**src/rtl/imem_loader.sv**
```systemverilog
// Boot-time instruction memory loader: receives a byte stream of little-endian
// 32-bit words followed by an XOR checksum byte, writes them to IMEM and holds the CPU until done.
module imem_loader #(
    parameter int unsigned ADDR_W = 8
) (
    input  logic              clk,
    input  logic              reset,
    input  logic              start,
    input  logic [ADDR_W:0]   word_count,
    input  logic [7:0]        byte_in,
    input  logic              byte_valid,
    output logic              byte_ready,
    output logic              imem_we,
    output logic [31:0]       imem_addr,
    output logic [31:0]       imem_wdata,
    output logic              cpu_hold,
    output logic              busy,
    output logic              done,
    output logic              err
);

    localparam int unsigned CW = ADDR_W + 1;
    localparam logic [CW-1:0] CAPACITY = {1'b1, {ADDR_W{1'b0}}};

    typedef enum logic [2:0] {
        IDLE  = 3'd0,
        RECV  = 3'd1,
        WRITE = 3'd2,
        CHECK = 3'd3,
        DONE  = 3'd4
    } state_t;

    state_t          state, state_d;
    logic [CW-1:0]   count, count_d;
    logic [CW-1:0]   word_idx, word_idx_d;
    logic [1:0]      byte_cnt, byte_cnt_d;
    logic [7:0]      csum, csum_d;
    logic [31:0]     word, word_d;
    logic            err_d;
    logic            byte_ready_d, imem_we_d, cpu_hold_d, busy_d, done_d;
    logic [31:0]     imem_addr_d, imem_wdata_d;
    logic            xfer;
    logic            last_word;
    logic            accept_start;

    assign xfer         = byte_valid & byte_ready;
    assign last_word    = (word_idx + CW'(1)) == count;
    assign accept_start = start & ((state == IDLE) | (state == DONE));

    // State register
    always_ff @(posedge clk or negedge reset) begin
        if (!reset) begin
            state <= IDLE;
        end else begin
            state <= state_d;
        end
    end

    // Next-state logic
    always_comb begin
        state_d = state;
        unique case (state)
            IDLE, DONE: begin
                if (start) begin
                    if (word_count > CAPACITY) begin
                        state_d = DONE;
                    end else if (word_count == '0) begin
                        state_d = CHECK;
                    end else begin
                        state_d = RECV;
                    end
                end
            end
            RECV:    if (xfer && byte_cnt == 2'd3) state_d = WRITE;
            WRITE:   state_d = last_word ? CHECK : RECV;
            CHECK:   if (xfer) state_d = DONE;
            default: state_d = IDLE;
        endcase
    end

    // Datapath and next output values, registered below
    always_comb begin
        count_d    = count;
        word_idx_d = word_idx;
        byte_cnt_d = byte_cnt;
        csum_d     = csum;
        word_d     = word;
        err_d      = err;

        if (accept_start) begin
            count_d    = word_count;
            word_idx_d = '0;
            byte_cnt_d = '0;
            csum_d     = '0;
            err_d      = word_count > CAPACITY;
        end

        unique case (state)
            RECV: begin
                if (xfer) begin
                    word_d[{byte_cnt, 3'b000} +: 8] = byte_in;
                    csum_d     = csum ^ byte_in;
                    byte_cnt_d = byte_cnt + 2'd1;
                end
            end
            WRITE:   word_idx_d = word_idx + CW'(1);
            CHECK:   if (xfer) err_d = (byte_in != csum);
            default: ;
        endcase

        byte_ready_d = (state_d == RECV) || (state_d == CHECK);
        busy_d       = (state_d == RECV) || (state_d == WRITE) || (state_d == CHECK);
        done_d       = (state_d == DONE);
        cpu_hold_d   = !((state_d == DONE) && !err_d);
        imem_we_d    = (state_d == WRITE);

        // Address/data only move when a write is issued, so they stay stable otherwise
        imem_addr_d  = imem_addr;
        imem_wdata_d = imem_wdata;
        if (state_d == WRITE) begin
            imem_addr_d  = 32'({word_idx_d, 2'b00});
            imem_wdata_d = word_d;
        end
    end

    // Datapath and output registers
    always_ff @(posedge clk or negedge reset) begin
        if (!reset) begin
            count      <= '0;
            word_idx   <= '0;
            byte_cnt   <= '0;
            csum       <= '0;
            word       <= '0;
            err        <= 1'b0;
            byte_ready <= 1'b0;
            imem_we    <= 1'b0;
            imem_addr  <= '0;
            imem_wdata <= '0;
            cpu_hold   <= 1'b1;
            busy       <= 1'b0;
            done       <= 1'b0;
        end else begin
            count      <= count_d;
            word_idx   <= word_idx_d;
            byte_cnt   <= byte_cnt_d;
            csum       <= csum_d;
            word       <= word_d;
            err        <= err_d;
            byte_ready <= byte_ready_d;
            imem_we    <= imem_we_d;
            imem_addr  <= imem_addr_d;
            imem_wdata <= imem_wdata_d;
            cpu_hold   <= cpu_hold_d;
            busy       <= busy_d;
            done       <= done_d;
        end
    end

endmodule

```
**config.mk**
```make
export PLATFORM = sky130hd
export DESIGN_NAME = imem_loader
export DESIGN_NICKNAME = d
export VERILOG_FILES = /design/src/rtl/imem_loader.sv
export SDC_FILE = /design/constraint.sdc
export NUM_CORES = 1
export LEC_CHECK = 0
export BUFFER_PORTS_ARGS = -buffer_cell sky130_fd_sc_hd__buf_2
export CAP_MARGIN = 30
export CORE_ASPECT_RATIO = 0.9
export CORE_UTILIZATION = 40
export CTS_CLUSTER_SIZE = 28
export DETAILED_ROUTE_END_ITERATION = 8
export PLACE_DENSITY_LB_ADDON = 0.08
export SYNTH_ARGS = -nofsm -noshare
export SYNTH_HDL_FRONTEND = slang
export SYNTH_SLANG_ARGS = --single-unit
export TNS_END_PERCENT = 30
```
**constraint.sdc**
```tcl
create_clock -name clk -period 2.4 [get_ports clk]
set_input_delay 0.12 -clock clk [delete_from_list [all_inputs] [get_ports clk]]
set_output_delay 0.12 -clock clk [all_outputs]
set_load 0.01 [all_outputs]
```
; ---- Word level (Yosys, flattened, before mapping)
; Index checks and enable logic that the tools add are counted.
[classes]
addsub = 3
multipliers = 0
n_div = 0
n_lt_le_gt_ge = 1
n_eq_ne = 11
shifts = 2
n_mux = 21
n_bitwise = 4
reduce_logical = 10
[op_table]
columns = op, count
row1 = two-way mux 32 bit, 2
row2 = bitwise mux 32 bit, 1
row3 = variable shift 8 x 7 -> 32 bit (first input constant), 1
row4 = indexed part select 8 x 7 -> 32 bit, 1
row5 = two-way mux 8 bit, 3
row6 = two-way mux 9 bit, 2
row7 = == test 3 x 2 -> 1 bit (second input constant), 4
row8 = two-way mux 3 bit, 4
row9 = one-hot mux 3 bit (4 select lines), 1
row10 = two-way mux 2 bit, 5
row11 = adder 9 x 1 -> 9 bit (second input constant), 1
row12 = == test 9 bit, 1
row13 = greater-than comparator 9 bit (second input constant), 1
row14 = zero test 9 bit, 1
row15 = inequality test 8 bit, 1
row16 = bitwise XOR 8 bit, 1
row17 = negation 5 -> 7 bit, 1
row18 = == test 3 x 1 -> 1 bit (second input constant), 2
row19 = == test 3 bit (second input constant), 2
row20 = zero test 3 bit, 1
row21 = logical OR 1 bit, 3
row22 = two-way mux 1 bit, 3
row23 = adder 2 x 1 -> 2 bit (second input constant), 1
row24 = bitwise AND 1 bit, 2
row25 = 5 further kinds, 7
[word_totals]
register_bits = 110
latchBits = 0
ramBits = 0
romBits = 0
n_memories = 0

; ---- Depth between registers and ports, before layout
; Gate-level depths: netlist (run 1).
[depth]
depth_word = 9
depth_mapped = 8
depth_no_buf = 7

; ---- Worst setup path before layout (run 1)
; OpenSTA, ideal clock, no wires.
[synth_path]
path_kind = register to register
startpoint = register byte_cnt[0]
endpoint = register imem_wdata[14]
arrival_time_ps = 1758
t_required_ps = 2335
setup_slack_ps = 578
stages_incl_launch_ff = 7
path_buffers = 0
period_less_slack_ps = 1822
path_cell_list = dfrtp_1 -> inv_1 -> ha_1 -> nor3b_2 -> nand2_1 -> o21ai_0 -> mux2_2
[synth_via]
elab_chain_len = 5
[synth_lines]
columns = element, line
row1 = "start, declared", 36  ; logic [1:0] byte_cnt, byte_cnt_d;
row2 = "start signal, assigned", 145  ; byte_cnt <= byte_cnt_d;
row3 = negation 5 -> 7 bit *, 101  ; word_d[{byte_cnt, 3'b000} +: 8] = byte_in;
row4 = indexed part select 8 x 7 -> 32 bit or variable shift 8 x 7 -> 32 bit (tied branches), 101
row5 = bitwise mux 32 bit *, 101
row6 = two-way mux 32 bit *, 100  ; if (xfer) begin
row7 = two-way mux 32 bit *, 98  ; unique case (state)
row8 = named net word_d[14], 38  ; logic [31:0] word, word_d;
row9 = "end signal, assigned", 152  ; imem_wdata <= imem_wdata_d;
row10 = "end, declared", 15  ; output logic [31:0] imem_wdata,
; The timed path passes the listed nets; every way through them passes the cells marked *.
; A chain may end at the register's enable or synchronous reset.

; ---- Final worst setup path (run 1)
[layout_path]
startpoint = register byte_cnt[0]
endpoint = register imem_wdata[20]
; Same word-level chain as after synthesis.

==> results of run 1 <==
==> worst max-delay path, cell delays in order (launching register included) <==
cell	delay, ps
dfrtp_1	520
inv_1	200
ha_1	450
nor3b_4	390
nand2_1	110
o21ai_0	230
mux2_2	200
==> cell usage after synthesis, drive strengths merged, types with 3 or more instances <==
library cell,instances
nand2,105
dfrtp,101
o21ai,54
buf,38
mux2,32
nor2,19
xnor2,19
clkbuf,12
a22o,10
nand3,10
ha,6
inv,6
nor2b,5
a21oi,4
nand4,4
nor4,4
o31ai,4
a31oi,3
nor3,3
nor3b,3
==> timing repair <==
| action | CTS | global route |
|---|---|---|
| hold buffers | 8 | 0 |
| hold endpoints to repair | 42 | 0 |
| endpoints found under the setup margin | 0 | 4 |
| resized for setup | 0 | 1 |
==> how the worst max path moves through the flow <==
stage	from	end	slack, ps	depth (start not counted)
finish	byte_cnt[0]	imem_wdata[20]	250	6
global route	byte_cnt[0]	imem_wdata[20]	70	6
CTS	byte_cnt[0]	imem_wdata[20]	170	6
detailed placement	byte_cnt[0]	imem_wdata[20]	190	6
global placement	byte_cnt[0]	imem_wdata[20]	320	6
floorplan	byte_cnt[0]	imem_wdata[14]	580	6
==> kinds of logic (layout without fill, tap and decap cells) <==
| group | after synthesis | in the layout | synth area share, % |
|---|---|---|---|
| AOI/OAI and AO/OA | 86 | 86 | 10.87 |
| xor gates and xnor gates | 21 | 21 | 3.870 |
| adders and majority gates | 6 | 6 | 1.579 |
| buffers and inverters | 56 | 113 | 6.791 |
| DFF | 102 | 102 | 53.72 |
| muxes | 33 | 33 | 7.792 |
| other | 1 | 23 | 0.07889 |
| and+or+nand+nor | 160 | 160 | 15.29 |
==> cell type report <==
| class | instances | area [um^2] | share of cell area (%) |
|---|---|---|---|
| Sequential cell | 102 | 2554 | 45.77 |
| Multi-Input combinational cell | 329 | 1966 | 35.23 |
| Timing Repair Buffer | 91 | 550.5 | 9.868 |
| Clock buffer | 10 | 239.0 | 4.283 |
| Tap cell | 156 | 195.2 | 3.499 |
| Clock inverter | 6 | 52.55 | 0.9419 |
| Inverter | 6 | 22.52 | 0.4037 |
==> per-layer routing <==
metal,part of all wire [%],vias up,global-route usage (%)
li1,-,1675,-
met1,48,1662,24.77
met2,48,75,29.97
met3,3.5,7,3.968
met4,1.0,0,5.425
met5,0,-,0
==> registers in the layout (all words and copies together), names as in the netlist, 2 cells and up <==
register	flops
word_idx	9
word	24
imem_addr	9
csum	8
state	3
imem_wdata	32
byte_cnt	2
count	9
==> per-stage QoR <==
step           worst slack [ps]  hold WS [ps]
6_report                  249.3         14.97
5_1_grt                   71.08         15.57
4_1_cts                   174.2         6.401
3_5_place_dp              192.0         126.9
3_3_place_gp              323.5         129.0
2_1_floorplan             577.7        -175.6
==> power by group through the flow <==
stage	clock network [mW]	logic [mW]	registers (mW)
finish	1.41	1.35	2.37
global route	1.51	1.56	2.42
CTS	1.47	1.37	2.37
detailed placement	0	1.35	2.39
global placement	0	1.33	2.38
floorplan	0	0.901	2.38
==> results.ini, run 1 <==
[routing]
via_count = 3419
drc = 0
via_per_inst = 4.884
post_drt_wl_per_cell_um = 14.87
routed_wl_um = 10410
initialDrtViolationCount = 137
ant_nets = 0
drt-pass1-iter-count = 4

[setup_path]
cp.arrival_ps = 2440
crit_type = reg2reg
crit_required_ps = 2690
path_max_fanout = 8
ff2ff_setup_slack_ps = 250
cp-end-kind = register
startpoint_type = register
r2r_end = imem_wdata[20]
worstReg2RegStart = byte_cnt[0]
worstRegToRegCells = 6

[cts]
clk_pin_slew_ps = 70
clkLatencyLatePin_ps = 350
numCtsBuffers = 9
cts_tree = built
cts_setup_buffers = 0
cts_sinks = 102
clockRootBuffer = clkbuf_16
ctsLongestPathBuffers = 2
htree_levels = 3

[global_route]
gr-total-overflow = 0
antenna_found_initial = 0
grt_pass1_vias = 3356
grt_use_total_pct = 18.49
grt_first_pass_wirelength_um = 17190
grt_start_max_net_pins = 40

[final_layout]
n_antenna_cell = 0
final_util_pct = 48.59
stdcell_count = 700
final_common_cell = nand2_1
finalNetCount = 566
synthToLayoutAreaGrowth_pct = 17.37
final_cell_mix = nand2_1, dfrtp_1, buf_2
fillers = 1133
stdcell_area_um2 = 5579
layout-drive-gt1-share_pct = 25.74

[placement]
place_congestion = 0.7819
hpwl_um = 7493
portBuffers = 67
dpl.cell_count = 676
post_dp_cell_area_um2 = 5201

[power]
vdd_ir_drop_max_v = 0.0004078
seq_power_share_pct = 46.1
leakagePower_nw = 2.731
p_int_mw = 3.419
pwr-share-comb_pct = 26.4
switching_power_mw = 1.712
p_sw_share_pct = 33.36
finalPower_mw = 5.131
p_clk_share_pct = 27.5
pwr_density_cell_nw_per_um2 = 919.7

[min_path]
hold_path.class = in2reg
hp-start = word_count[7]
whs_endpoint = count[7]
whs_path_depth = 3

[sta]
worst_slew_pin_slew_ps = 568.2
skew_ps = 8.947
fin_crit_sh_pct = 89.61
min_period_ps = 2151
relSlewSlack_pct = 61.98
setup-violations-final = 0
setup_tns_ps = 0
drv_slew = 0
rsz0062_at_grt = false
fmax_mhz = 465.0
hold_violations = 0

[die]
die_w_um = 116.9
initial_core_util_pct = 41.40
design.die.area_um2 = 12320
core_area_um2 = 11480
pin_count = 91
die_h_um = 105.4
core.rowCount = 37

[yosys]
synthDistinctLibCells = 45
synth_edf_count = 0
synthCells = 465
yosysSeqAreaShare_pct = 53.72
postSynthAreaPerCell_um2 = 10.22
synthTopCellsByArea = dfrtp_1, nand2_1, mux2_2
synth-async-reset-ratio_pct = 100.0
yosysWarnings = 0
synth_seq_cells = 102
synthFlopType = dfrtp_1
synth_top_area_share_pct = 53.17
synth_area_um2 = 4753
yosysTopAreaCell = dfrtp_1

[status]
status = completed

[run]
drv_cap = 0

No activity file was read; power rests on OpenSTA's default activity.
==> inputs of run 2 (changes only) <==
==> constraint.sdc (replaced) <==
create_clock -name clk -period 2.3 [get_ports clk]
set_input_delay 0.115 -clock clk [delete_from_list [all_inputs] [get_ports clk]]
set_output_delay 0.115 -clock clk [all_outputs]
set_load 0.01 [all_outputs]
==> results.ini, run 2 (synthesis results as in run 1) <==
[cts]
ctsLongestPathBuffers = 2  ; unchanged
clk_pin_slew_ps = 70  ; about the same
cts_tree = built
clkLatencyLatePin_ps = 350  ; about the same
cts_setup_buffers = 0  ; unchanged
clockRootBuffer = clkbuf_16
htree_levels = 3  ; unchanged
numCtsBuffers = 9  ; unchanged
cts_sinks = 102  ; unchanged

[die]
die_w_um = 116.9  ; unchanged
core_area_um2 = 11480  ; unchanged
core.rowCount = 37  ; unchanged
initial_core_util_pct = 41.40  ; unchanged
design.die.area_um2 = 12320  ; unchanged
pin_count = 91  ; unchanged
die_h_um = 105.4  ; unchanged

[setup_path]
path_max_fanout = 30  ; +22
worstReg2RegStart = state[2]
startpoint_type = register
r2r_end = imem_wdata[17]
ff2ff_setup_slack_ps = 240  ; about the same
cp.arrival_ps = 2300  ; -140 ps
worstRegToRegCells = 6  ; unchanged
cp-end-kind = register
crit_required_ps = 2540  ; -150 ps
crit_type = reg2reg

[final_layout]
finalNetCount = 564  ; -0.35%
largest_reg_flops = 32  ; unchanged
stdcell_area_um2 = 5578  ; about the same
synthToLayoutAreaGrowth_pct = 17.35  ; about the same
multi_input_area_um2 = 1967  ; about the same
stdcell_count = 698  ; -0.29%
n_antenna_cell = 0  ; unchanged
layout-drive-gt1-share_pct = 26.01  ; +0.28 points
largestRegisters = imem_wdata: 32 flops, word: 24 flops
largest_register = imem_wdata
fillers = 1083  ; -4.4%
regArea_um2 = 2554  ; unchanged
final_cell_mix = nand2_1, dfrtp_1, buf_2

[routing]
ant_nets = 0  ; unchanged
post_drt_wl_per_cell_um = 15.04  ; +1.1%
drc = 0  ; unchanged
via_per_inst = 4.868  ; -0.33%
routed_wl_um = 10500  ; +0.80%
initialDrtViolationCount = 181  ; +32%
drt-pass1-iter-count = 4  ; unchanged
via_count = 3398  ; -0.61%

[global_route]
grt_pass1_vias = 3188  ; -5.0%
gr-total-overflow = 0  ; unchanged
grt_start_max_net_pins = 64  ; +60%
grt_first_pass_wirelength_um = 16920  ; -1.6%
antenna_found_initial = 0  ; unchanged
grt_use_total_pct = 18.39  ; -0.10 points

[placement]
post_dp_cell_area_um2 = 5199  ; about the same
dp_worst_setup_slack_ps = 203.3  ; +11.38 ps
hpwl_um = 7212  ; -3.8%
portBuffers = 67  ; unchanged
place_congestion = 0.7973  ; +2.0%
dpl.cell_count = 674  ; -0.30%

[sta]
worst_slew_pin_slew_ps = 549.1  ; -19.10 ps
fin_crit_sh_pct = 89.62  ; about the same
fmax_mhz = 485.1  ; +4.3%
min_period_ps = 2061  ; -89.40 ps
drv_slew = 0  ; unchanged
hold_slack_ps = 28.17  ; +13.20 ps
rsz0062_at_grt = false
hold_violations = 0  ; unchanged
setup-violations-final = 0  ; unchanged
skew_ps = 9.433  ; +0.4853 ps
layout_setup_ws_ps = 238.7  ; -10.59 ps
setup_tns_ps = 0  ; unchanged
relSlewSlack_pct = 63.40  ; +1.4 points

[power]
pwr_density_cell_nw_per_um2 = 965.9  ; +5.0%
vdd_ir_drop_max_v = 0.0004000  ; -1.9%
leakagePower_nw = 2.722  ; -0.34%

[min_path]
whs_endpoint = count[7]
hold_path.class = in2reg
whs_path_depth = 3  ; unchanged
hp-start = word_count[7]

[status]
status = completed

[run]
drv_cap = 0  ; unchanged

-- run 2: worst max path at each step --
stage | startpoint | to | slack, ps | cells after the start
finish | state[2] | imem_wdata[17] | 240 | 6
global route | byte_cnt[0] | imem_wdata[16] | 10 | 6
CTS | state[2] | imem_wdata[20] | 200 | 6
detailed placement | state[2] | imem_wdata[20] | 200 | 6
global placement | byte_cnt[0] | imem_wdata[20] | 260 | 6
floorplan | byte_cnt[0] | imem_wdata[14] | 480 | 6
-- run 2: where the power goes --
| group | switching (mW) | internal [mW] |
|---|---|---|
| combinational | 0.846 | 0.603 |
| sequential | 0.256 | 2.18 |
| clock | 0.720 | 0.779 |
| total | 1.82 | 3.57 |
-- run 2: through the flow --
step	total power, mW	utilization (%)
finish	5.387	48.58
global route	5.745	48.58
CTS	5.451	48.52
detailed placement	3.918	45.28
global placement	3.881	45.28
floorplan	3.420	-
-- run 2: what timing repair did --
item	in CTS	in global routing
resized for setup	0	3
hold endpoints to repair	45	0
hold buffers	8	0
setup endpoints to repair	0	7
-- run 2: final cells by class --
cell class	count	share of cell area, %
timing repair buffer	89	9.825
sequential	102	45.78
inverter	6	0.4038
clock buffer	10	4.284
clock inverter	6	0.9421
tap	156	3.499
multi-input combinational	329	35.26
-- run 2: routing by layer --
layer	track usage [%]	vias up	share of wire (%)
met2	28.06	91	46
li1	-	1673	-
met3	4.830	13	5.0
met4	6.329	0	2.0
met5	0	-	0
met1	25.23	1621	47
-- run 2: critical path, stage by stage, from the launching register on --
cell and delay, ps:
dfrtp_1 420, nand2b_1 200, nor3_4 380, nand2_2 160
inv_2 180, buf_12 220, mux2_2 360
==> inputs of run 3 (changes only) <==
--- a/config.mk
+++ b/config.mk
@@ -8,7 +8,7 @@
 export BUFFER_PORTS_ARGS = -buffer_cell sky130_fd_sc_hd__buf_2
 export CAP_MARGIN = 30
 export CORE_ASPECT_RATIO = 0.9
-export CORE_UTILIZATION = 40
+export CORE_UTILIZATION = 55
 export CTS_CLUSTER_SIZE = 28
 export DETAILED_ROUTE_END_ITERATION = 8
 export PLACE_DENSITY_LB_ADDON = 0.08
==> results.ini, run 3 (synthesis results as in run 1) <==
[global_route]
grt_start_max_net_pins = 64  ; unchanged
grt_use_total_pct = 23.69  ; +5.3 points
grt_first_pass_wirelength_um = 16640  ; -1.6%
antenna_found_initial = 0  ; unchanged
gr-total-overflow = 0  ; unchanged
grt_pass1_vias = 3293  ; +3.3%

[final_layout]
largest_reg_flops = 32  ; unchanged
synthToLayoutAreaGrowth_pct = 14.82
final_cell_mix = nand2_1, dfrtp_1, buf_2
largest_register = imem_wdata
stdcell_count = 659  ; -5.6%
largestRegisters = imem_wdata: 32 flops, word: 24 flops
stdcell_area_um2 = 5458  ; -2.2%
layout-drive-gt1-share_pct = 25.18  ; -0.83 points
finalNetCount = 566  ; +0.35%
final_common_cell = nand2_1
n_antenna_cell = 0  ; unchanged
final_util_pct = 66.37  ; +18 points

[routing]
routed_wl_um = 9777  ; -6.8%
drc = 0  ; unchanged
drt-pass1-iter-count = 4  ; unchanged
post_drt_wl_per_cell_um = 14.84  ; -1.3%
ant_nets = 0  ; unchanged
via_count = 3463  ; +1.9%
via_per_inst = 5.255  ; +7.9%
initialDrtViolationCount = 178  ; -1.7%

[setup_path]
cp-end-kind = register
cp.arrival_ps = 2370  ; +70 ps
worstRegToRegCells = 7  ; +1
path_max_fanout = 8  ; -73%
cp-startpoint = byte_cnt[0]
startpoint_type = register
crit_type = reg2reg
worstReg2RegStart = byte_cnt[0]
ff2ff_setup_slack_ps = 240  ; about the same
crit_required_ps = 2610  ; +70 ps
crit_end = imem_wdata[15]
r2r_end = imem_wdata[15]

[placement]
portBuffers = 67  ; unchanged
dp_worst_setup_slack_ps = 271.9  ; +68.61 ps
place_congestion = 0.8564  ; +7.4%
post_dp_cell_area_um2 = 5147  ; -0.99%
dpl.cell_count = 633  ; -6.1%
hpwl_um = 6692  ; -7.2%

[sta]
setup_tns_ps = 0  ; unchanged
fmax_mhz = 484.9  ; about the same
skew_ps = 9.295  ; -0.1380 ps
relSlewSlack_pct = 64.05  ; +0.65 points
rsz0062_at_grt = false
worst_slew_pin_slew_ps = 537.3  ; -11.75 ps
hold_violations = 0  ; unchanged
min_period_ps = 2062  ; +1.143 ps
layout_setup_ws_ps = 237.5  ; -1.143 ps
fin_crit_sh_pct = 89.67  ; about the same
drv_slew = 0  ; unchanged
setup-violations-final = 0  ; unchanged

[die]
core_area_um2 = 8223  ; -28%
die_w_um = 100.0  ; -14%
core.rowCount = 31  ; -16%
design.die.area_um2 = 9019  ; -27%
die_h_um = 90.20  ; -14%
initial_core_util_pct = 57.81  ; +16 points
pin_count = 91  ; unchanged

[cts]
htree_levels = 3  ; unchanged
numCtsBuffers = 9  ; unchanged
cts_sinks = 102  ; unchanged
clkLatencyLatePin_ps = 360  ; about the same
cts_resized = 0  ; unchanged
clk_pin_slew_ps = 100  ; +30 ps
cts_hold_buffers = 10  ; +2
clockRootBuffer = clkbuf_8
cts_setup_buffers = 0  ; unchanged
ctsLongestPathBuffers = 2  ; unchanged
cts_tree = built

[power]
vdd_ir_drop_max_v = 0.0005476  ; +37%
leakagePower_nw = 2.691  ; -1.1%
pwr_density_cell_nw_per_um2 = 923.2  ; -4.4%

[min_path]
hold_path.class = in2reg

[run]
drv_cap = 0  ; unchanged

[status]
status = completed

## run 3: worst min-delay path by stage
stage,cells after the start,slack (ps),to,startpoint
after CTS,3,70,csum[2],byte_in[2]
after global routing,3,90,csum[1],byte_in[1]
final,3,90,csum[2],byte_in[2]
after global placement,1,120,word[0],reset
after detailed placement,1,130,imem_wdata[0],reset
after floorplan,0,-180,busy,reset
## run 3: through the flow
| step | power [mW] | hold slack [ps] |
|---|---|---|
| after floorplan | 3.420 | -180.6 |
| after global placement | 3.837 | 124.2 |
| after detailed placement | 3.892 | 128.6 |
| after CTS | 5.082 | 66.09 |
| after global routing | 5.395 | 93.78 |
| final | 5.039 | 91.26 |
## run 3: metal layers
metal  vias to the layer above  share of wire (%)  track usage [%]
met5                         -                  0                0
met4                         0               0.83            5.435
met3                         7                5.0            5.754
met2                       107                 45            33.97
met1                      1677                 49            36.38
li1                       1672                  -                -
## run 3: cell type report
| cell class | count | area (um^2) |
|---|---|---|
| fillers | 664 | 2765 |
| flip-flops and latches | 102 | 2554 |
| multi-input cells | 329 | 1959 |
| repair buffers | 91 | 568.0 |
| clock buffers | 12 | 155.1 |
| well taps | 115 | 143.9 |
| clock inverters | 4 | 55.05 |
| inverters | 6 | 22.52 |
## run 3: critical path, cell delays in order (launching register included)
cell and delay (ps):
dfrtp_1 490, inv_1 200, ha_1 430, nor3b_2 210, buf_4 180, nand2_1 60
o21ai_0 230, mux2_2 200
## run 3: report_power, final
| group | internal [mW] | switching, mW |
|---|---|---|
| clock network | 0.567 | 0.592 |
| logic | 0.597 | 0.813 |
| registers | 2.18 | 0.289 |
| total | 3.34 | 1.69 |
